### src/rtl/pc_pkg.sv
// rtl/pc_pkg.sv - shared types and default parameters for the PC sequencer
package pc_pkg;

  typedef enum logic [2:0] {
    SEL_HOLD,
    SEL_RET,
    SEL_CALL,
    SEL_JUMP,
    SEL_BRANCH,
    SEL_INC
  } pc_sel_t;

  localparam int unsigned DEF_WORD_SIZE = 32;
  localparam int unsigned DEF_RESET_VEC = 0;
  localparam int unsigned DEF_INC       = 1;
  localparam int unsigned DEF_RAS_DEPTH = 4;

endpackage

### src/rtl/pc_seq_if.sv
// rtl/pc_seq_if.sv - request and status bundle between fetch control and the PC sequencer
interface pc_seq_if
  import pc_pkg::*;
#(
  parameter int unsigned WORD_SIZE = DEF_WORD_SIZE
);

  logic                 stall;
  logic                 jump_en;
  logic [WORD_SIZE-1:0] jump_addr;
  logic                 branch_en;
  logic [WORD_SIZE-1:0] branch_off;
  logic                 call_en;
  logic                 ret_en;
  logic [WORD_SIZE-1:0] pc;
  logic [WORD_SIZE-1:0] pc_next;
  logic                 ras_empty;
  logic                 ras_full;
  logic                 ras_ovf;
  logic                 ret_unf;

  modport master (
    output stall, jump_en, jump_addr, branch_en, branch_off, call_en, ret_en,
    input  pc, pc_next, ras_empty, ras_full, ras_ovf, ret_unf
  );

  modport slave (
    input  stall, jump_en, jump_addr, branch_en, branch_off, call_en, ret_en,
    output pc, pc_next, ras_empty, ras_full, ras_ovf, ret_unf
  );

endinterface

### src/rtl/pc_ras.sv
// rtl/pc_ras.sv - circular return-address stack; a push when full overwrites the oldest entry
module pc_ras
  import pc_pkg::*;
#(
  parameter int unsigned WIDTH = DEF_WORD_SIZE,
  parameter int unsigned DEPTH = DEF_RAS_DEPTH
) (
  input  logic             clk,
  input  logic             rst_n,
  input  logic             push,
  input  logic             pop,
  input  logic [WIDTH-1:0] push_data,
  output logic [WIDTH-1:0] top,
  output logic             empty,
  output logic             full,
  output logic             ovf
);

  localparam int unsigned PW = $clog2(DEPTH);
  localparam int unsigned CW = $clog2(DEPTH + 1);

  logic [WIDTH-1:0] mem [DEPTH];
  logic [PW-1:0]    ptr;
  logic [CW-1:0]    count;
  logic             ovf_q;

  assign empty = (count == '0);
  assign full  = (count == CW'(DEPTH));
  assign ovf   = ovf_q;
  // ptr is the next write slot, so once full it also points at the oldest entry
  assign top   = mem[ptr - PW'(1)];

  always_ff @(posedge clk or negedge rst_n) begin
    if (!rst_n) begin
      ptr   <= '0;
      count <= '0;
      ovf_q <= 1'b0;
    end else if (push) begin
      ptr <= ptr + PW'(1);
      if (full) begin
        ovf_q <= 1'b1;
      end else begin
        count <= count + CW'(1);
      end
    end else if (pop && !empty) begin
      ptr   <= ptr - PW'(1);
      count <= count - CW'(1);
    end
  end

  always_ff @(posedge clk) begin
    if (push) begin
      mem[ptr] <= push_data;
    end
  end

endmodule

### src/rtl/pc_seq.sv
// rtl/pc_seq.sv - registered program counter with priority decode of stall/ret/call/jump/branch/increment
module pc_seq
  import pc_pkg::*;
#(
  parameter int unsigned          WORD_SIZE = DEF_WORD_SIZE,
  parameter logic [WORD_SIZE-1:0] RESET_VEC = WORD_SIZE'(DEF_RESET_VEC),
  parameter logic [WORD_SIZE-1:0] INC       = WORD_SIZE'(DEF_INC),
  parameter int unsigned          RAS_DEPTH = DEF_RAS_DEPTH
) (
  input logic     clk,
  input logic     rst_n,
  pc_seq_if.slave bus
);

  pc_sel_t              sel;
  logic [WORD_SIZE-1:0] pc_q;
  logic [WORD_SIZE-1:0] pc_inc;
  logic [WORD_SIZE-1:0] pc_n;
  logic [WORD_SIZE-1:0] ras_top;
  logic                 ras_empty;
  logic                 ras_full;
  logic                 ras_ovf;
  logic                 ras_push;
  logic                 ras_pop;

  always_comb begin
    sel = SEL_INC;
    if (bus.stall)          sel = SEL_HOLD;
    else if (bus.ret_en)    sel = SEL_RET;
    else if (bus.call_en)   sel = SEL_CALL;
    else if (bus.jump_en)   sel = SEL_JUMP;
    else if (bus.branch_en) sel = SEL_BRANCH;
  end

  assign pc_inc = pc_q + INC;

  // An empty-stack return degrades to a plain increment
  always_comb begin
    pc_n = pc_inc;
    case (sel)
      SEL_HOLD:   pc_n = pc_q;
      SEL_RET:    pc_n = ras_empty ? pc_inc : ras_top;
      SEL_CALL:   pc_n = bus.jump_addr;
      SEL_JUMP:   pc_n = bus.jump_addr;
      SEL_BRANCH: pc_n = pc_q + bus.branch_off;
      default:    pc_n = pc_inc;
    endcase
  end

  assign ras_push = (sel == SEL_CALL);
  assign ras_pop  = (sel == SEL_RET) && !ras_empty;

  always_ff @(posedge clk or negedge rst_n) begin
    if (!rst_n) begin
      pc_q <= RESET_VEC;
    end else begin
      pc_q <= pc_n;
    end
  end

  pc_ras #(
    .WIDTH (WORD_SIZE),
    .DEPTH (RAS_DEPTH)
  ) u_ras (
    .clk       (clk),
    .rst_n     (rst_n),
    .push      (ras_push),
    .pop       (ras_pop),
    .push_data (pc_inc),
    .top       (ras_top),
    .empty     (ras_empty),
    .full      (ras_full),
    .ovf       (ras_ovf)
  );

  assign bus.pc        = pc_q;
  assign bus.pc_next   = pc_n;
  assign bus.ras_empty = ras_empty;
  assign bus.ras_full  = ras_full;
  assign bus.ras_ovf   = ras_ovf;
  assign bus.ret_unf   = (sel == SEL_RET) && ras_empty;

endmodule

### src/flat_wrapper.sv
// flat-port wrapper written by rule: the top's interface ports become plain ports
module pc_seq_flat import pc_pkg::*;
#(
  parameter int unsigned          WORD_SIZE = DEF_WORD_SIZE,
  parameter logic [WORD_SIZE-1:0] RESET_VEC = WORD_SIZE'(DEF_RESET_VEC),
  parameter logic [WORD_SIZE-1:0] INC       = WORD_SIZE'(DEF_INC),
  parameter int unsigned          RAS_DEPTH = DEF_RAS_DEPTH
)
  (clk, rst_n, bus_stall, bus_jump_en, bus_jump_addr, bus_branch_en, bus_branch_off, bus_call_en, bus_ret_en, bus_pc, bus_pc_next, bus_ras_empty, bus_ras_full, bus_ras_ovf, bus_ret_unf);
  pc_seq_if #(.WORD_SIZE(WORD_SIZE)) bus_i ();
  input logic clk;
  input logic rst_n;
  input wire logic [$bits(bus_i.stall)-1:0] bus_stall;
  input wire logic [$bits(bus_i.jump_en)-1:0] bus_jump_en;
  input wire logic [$bits(bus_i.jump_addr)-1:0] bus_jump_addr;
  input wire logic [$bits(bus_i.branch_en)-1:0] bus_branch_en;
  input wire logic [$bits(bus_i.branch_off)-1:0] bus_branch_off;
  input wire logic [$bits(bus_i.call_en)-1:0] bus_call_en;
  input wire logic [$bits(bus_i.ret_en)-1:0] bus_ret_en;
  output wire logic [$bits(bus_i.pc)-1:0] bus_pc;
  output wire logic [$bits(bus_i.pc_next)-1:0] bus_pc_next;
  output wire logic [$bits(bus_i.ras_empty)-1:0] bus_ras_empty;
  output wire logic [$bits(bus_i.ras_full)-1:0] bus_ras_full;
  output wire logic [$bits(bus_i.ras_ovf)-1:0] bus_ras_ovf;
  output wire logic [$bits(bus_i.ret_unf)-1:0] bus_ret_unf;
  assign bus_i.stall = bus_stall;
  assign bus_i.jump_en = bus_jump_en;
  assign bus_i.jump_addr = bus_jump_addr;
  assign bus_i.branch_en = bus_branch_en;
  assign bus_i.branch_off = bus_branch_off;
  assign bus_i.call_en = bus_call_en;
  assign bus_i.ret_en = bus_ret_en;
  assign bus_pc = bus_i.pc;
  assign bus_pc_next = bus_i.pc_next;
  assign bus_ras_empty = bus_i.ras_empty;
  assign bus_ras_full = bus_i.ras_full;
  assign bus_ras_ovf = bus_i.ras_ovf;
  assign bus_ret_unf = bus_i.ret_unf;
  pc_seq #(.WORD_SIZE(WORD_SIZE), .RESET_VEC(RESET_VEC), .INC(INC), .RAS_DEPTH(RAS_DEPTH)) u_core (.clk(clk), .rst_n(rst_n), .bus(bus_i));
endmodule
### config.mk
export PLATFORM = sky130hd
export DESIGN_NAME = pc_seq_flat
export DESIGN_NICKNAME = d
export VERILOG_FILES = /design/src/rtl/pc_pkg.sv /design/src/rtl/pc_seq_if.sv /design/src/rtl/pc_ras.sv /design/src/rtl/pc_seq.sv /design/src/flat_wrapper.sv
export SDC_FILE = /design/constraint.sdc
export NUM_CORES = 1
export LEC_CHECK = 0
export CELL_PAD_IN_SITES_DETAIL_PLACEMENT = 1
export CELL_PAD_IN_SITES_GLOBAL_PLACEMENT = 1
export CORE_MARGIN = 2
export CORE_UTILIZATION = 39
export CTS_CLUSTER_SIZE = 40
export DETAILED_ROUTE_END_ITERATION = 16
export PLACE_DENSITY_LB_ADDON = 0.1
export SLEW_MARGIN = 20
export SYNTH_ARGS = -nofsm -noshare
export SYNTH_HDL_FRONTEND = slang
export SYNTH_SLANG_ARGS = --single-unit
### constraint.sdc
create_clock -name clk -period 6.4 [get_ports clk]
set_input_delay 1.28 -clock clk [delete_from_list [all_inputs] [get_ports clk]]
set_output_delay 1.28 -clock clk [all_outputs]
set_load 0.03 [all_outputs]
==> summary.md <==
| Metric | Value |
|---|---|
| Fmax | `170 MHz` |
| Synth top area share | `41.9%` |
| Clock skew | `16.9 ps` |
| Initial DRC count | `543` |
| Net Count, Synth | `869` |
| Asr flop ratio synth | `22.9%` |
| Worst Setup SP | `bus_branch_off[0]` |
| Layout cells sized above 1 | `14.1%` |
| Chip height | `157 um` |
| Die span in x | `157 um` |
| Vias per cell | `5.76` |
| Max Cap Viol | `0` |
| Hold-fix buffers, CTS | `0` |
| Part of the power in registers | `28.9%` |
| Clk network pwr share | `18.5%` |
| R2r setup slk | `3010 ps` |
| Htree depth | `4` |
| Core area | `0.0233 mm^2` |
| RR Startpoint | `u_core.bus.pc[0]` |
| Global route total overflow | `0` |
| Main synth FF type | `edfxtp_1` |
| Number of global-route vias before repair | `7687` |
| Residual DRC | `0` |
| Inserted Diodes | `0` |
| R2R cell count | `10` |
| Root buffer cell | `clkbuf_16` |
| CP required | `5120 ps` |
| Startpoint Class | `input port` |
| FF/Latch Area | `0.00480 mm^2` |
| Crit path kind | `input port to primary output` |
| Post-CTS setup buffer count | `0` |
| Relative slew margins | `36.4%` |
| Synth top cells by count | `edfxtp_1 (128), nand2_1 (65), a21oi_1 (44)` |
| Pre-antenna DRT Iters | `5` |
| Final Max Slew Viols | `0` |
| Max VDD drop | `0.279 mV` |
| FF-to-FF End | `u_core.bus.pc[22]` |
| Syn Std Cell Area | `0.00918 mm^2` |
| # fillers | `2467` |
| Worst hold path class | `flop to flop` |
| Crit path time final | `5880 ps` |
| Syn avg cell area | `12.1 um^2` |
| Status | `completed` |
| Initial Util | `39.4%` |
| DR vias | `7077` |
| Largest net degree at the start of global routing | `44` |
| Cts bufs inserted | `17` |
| Resized Gates After CTS | `0` |
| Static Leak | `4.35 nW` |
| Area of the multi-input gates | `0.00414 mm^2` |
| PwrDens | `515 mW/mm^2` |
| Area delta synth->final | `27.1%` |
| Psw | `2.62 mW` |
| Worst setup path endpoint | `bus_pc_next[16]` |
| YS warnings | `0` |
| Fin crit share | `91.9%` |
| CP Data Arrival Time | `4600 ps` |
| CTS max path bufs | `2` |
| Tot Pwr | `6.01 mW` |
| Sw frac | `43.5%` |
| Kind of end point of the critical path | `primary output` |
| Site row count | `56` |
| Die area | `0.0248 mm^2` |
| Initial antenna violation count | `0` |
| #FFs+latches synth | `166` |
| Count leader, synth | `edfxtp_1` |
| Critical Path Fanout Max | `3` |
| Post-Route WL | `30.1 mm` |
| RSZ-0062 raised after global routing | `false` |
| Nets | `1006` |
| Port bufs | `138` |
| Yosys cell types | `65` |
| Wire length per cell | `24.5 um` |
| Dominant cell type by area after synthesis | `edfxtp_1` |
| CTS tree | `done` |
| Least-Margin Pin Slew | `952 ps` |
| Post-Route Setup TNS | `0 ps` |
| Final hold viol count | `0` |
| Post-route ant nets | `0` |
| Tot GR Track Use | `25.2%` |
| Register area share after synthesis | `52.2%` |
| Internal | `3.40 mW` |
| Num Clock Sinks | `166` |
| DP Wirelength | `20.3 mm` |
| Clock latency on the worst-skew pair | `450 ps` |
| Final setup fails | `0` |
| Clk slew on worst S/H paths | `70 ps` |
| GPL Wtd Cong | `0.860` |
| Syn Inst Count | `760` |
| Number of synthesized flops with an enable pin | `128` |
| First-pass GRT wire length | `45.9 mm` |
| Comb power frac | `52.6%` |
| Top cells by area, synth | `edfxtp_1 (42%), dfrtp_1 (10%), mux4_2 (5.9%)` |
| I/O pin total | `139` |
flip-flops by register name, summed over array words and instances, names as in the netlist:
register and cells:
u_core.u_ras.mem 128, u_core.bus.pc 32, u_core.u_ras.count 3, u_core.u_ras.ptr 2
u_core.u_ras.ovf 1
logic make-up after synthesis:
family,after synthesis,synth area share (%)
AOI/OAI and AO/OA,183,13.7
xor gates and xnor gates,54,5.32
buffers and inverters,54,2.67
DFF,166,52.2
muxes,52,9.00
adders and majority gates,38,5.34
and+or+nand+nor,213,11.7
metrics by stage:
stage | setup slack (ps) | utilization (%) | hold slack (ps) | cells | area [um^2]
floorplan | 1070 | - | 456 | 760 | 9180
global placement | 580 | 47.4 | 450 | 1197 | 11000
detailed placement | 570 | 47.4 | 458 | 1197 | 11000
CTS | 539 | 50.1 | 477 | 1229 | 11700
global route | 327 | 50.1 | 505 | 1229 | 11700
finish | 519 | 50.1 | 476 | 1229 | 11700
layout make-up:
cell class                      instances  area share (%)
Clock inverter                         15            1.78
Sequential cell                       166            41.1
Clock buffer                           17            3.65
Timing Repair Buffer                  154            13.9
Multi-Input combinational cell        540            35.5
Tap cell                              319            3.42
Inverter                               18           0.579
placed cells by master (no fill, tap or decap), types with 6 or more instances in the layout:
master           instances
mux4_2                  24
nor2b_1                  9
edfxtp_1               128
nand3_1                 30
clkbuf_16               17
xnor2_1                 33
xor2_1                  19
or3_1                    6
o22ai_1                  7
nor2_1                  40
a21o_1                  11
o21ai_0                 33
buf_4                   32
ha_1                    36
mux2i_1                 24
nand2_1                 65
a222oi_1                15
a221oi_1                10
nand4_1                 11
dfrtp_1                 37
inv_1                   18
o211ai_1                16
a21oi_1                 44
clkdlybuf4s50_1        106
buf_12                  16
a22oi_1                  7
and3_1                  15
critical path, cell delays in order:
cell	delay, ps
clkdlybuf4s50_1	400
ha_1	230
fa_1	410
a21o_1	210
a221oi_2	360
o21ai_1	200
a21boi_2	270
o21ai_1	130
a31oi_1	220
mux2_2	350
o21ai_0	300
buf_4	240
per-layer routing:
metal  track usage [%]  routed length [um]  vias to the layer above
met5                 0                   0                        -
met2              42.4               15000                      205
met3              4.43                1450                       35
li1                  -                   -                     3227
met4              7.75                 599                        0
met1              33.3               13100                     3610
worst min path at each step:
| stage | start | to | cells past startpoint |
|---|---|---|---|
| 2_1_floorplan | u_core.u_ras.count[2] | u_core.u_ras.count[2] | 1 |
| 3_3_place_gp | u_core.u_ras.ovf | u_core.u_ras.ovf | 1 |
| 3_5_place_dp | u_core.u_ras.ovf | u_core.u_ras.ovf | 1 |
| 4_1_cts | u_core.u_ras.ovf | u_core.u_ras.ovf | 1 |
| 5_1_grt | u_core.u_ras.ovf | u_core.u_ras.ovf | 1 |
| 6_report | u_core.u_ras.ovf | u_core.u_ras.ovf | 1 |
power by group through the flow:
stage	Clock (mW)	Sequential, mW	Combinational (mW)
global placement	0	1.75	3.10
detailed placement	0	1.75	3.14
finish	1.11	1.74	3.16
global route	1.17	1.77	3.41
CTS	1.13	1.74	3.18
floorplan	0	1.86	1.83
(Power assumes the default switching activity.)
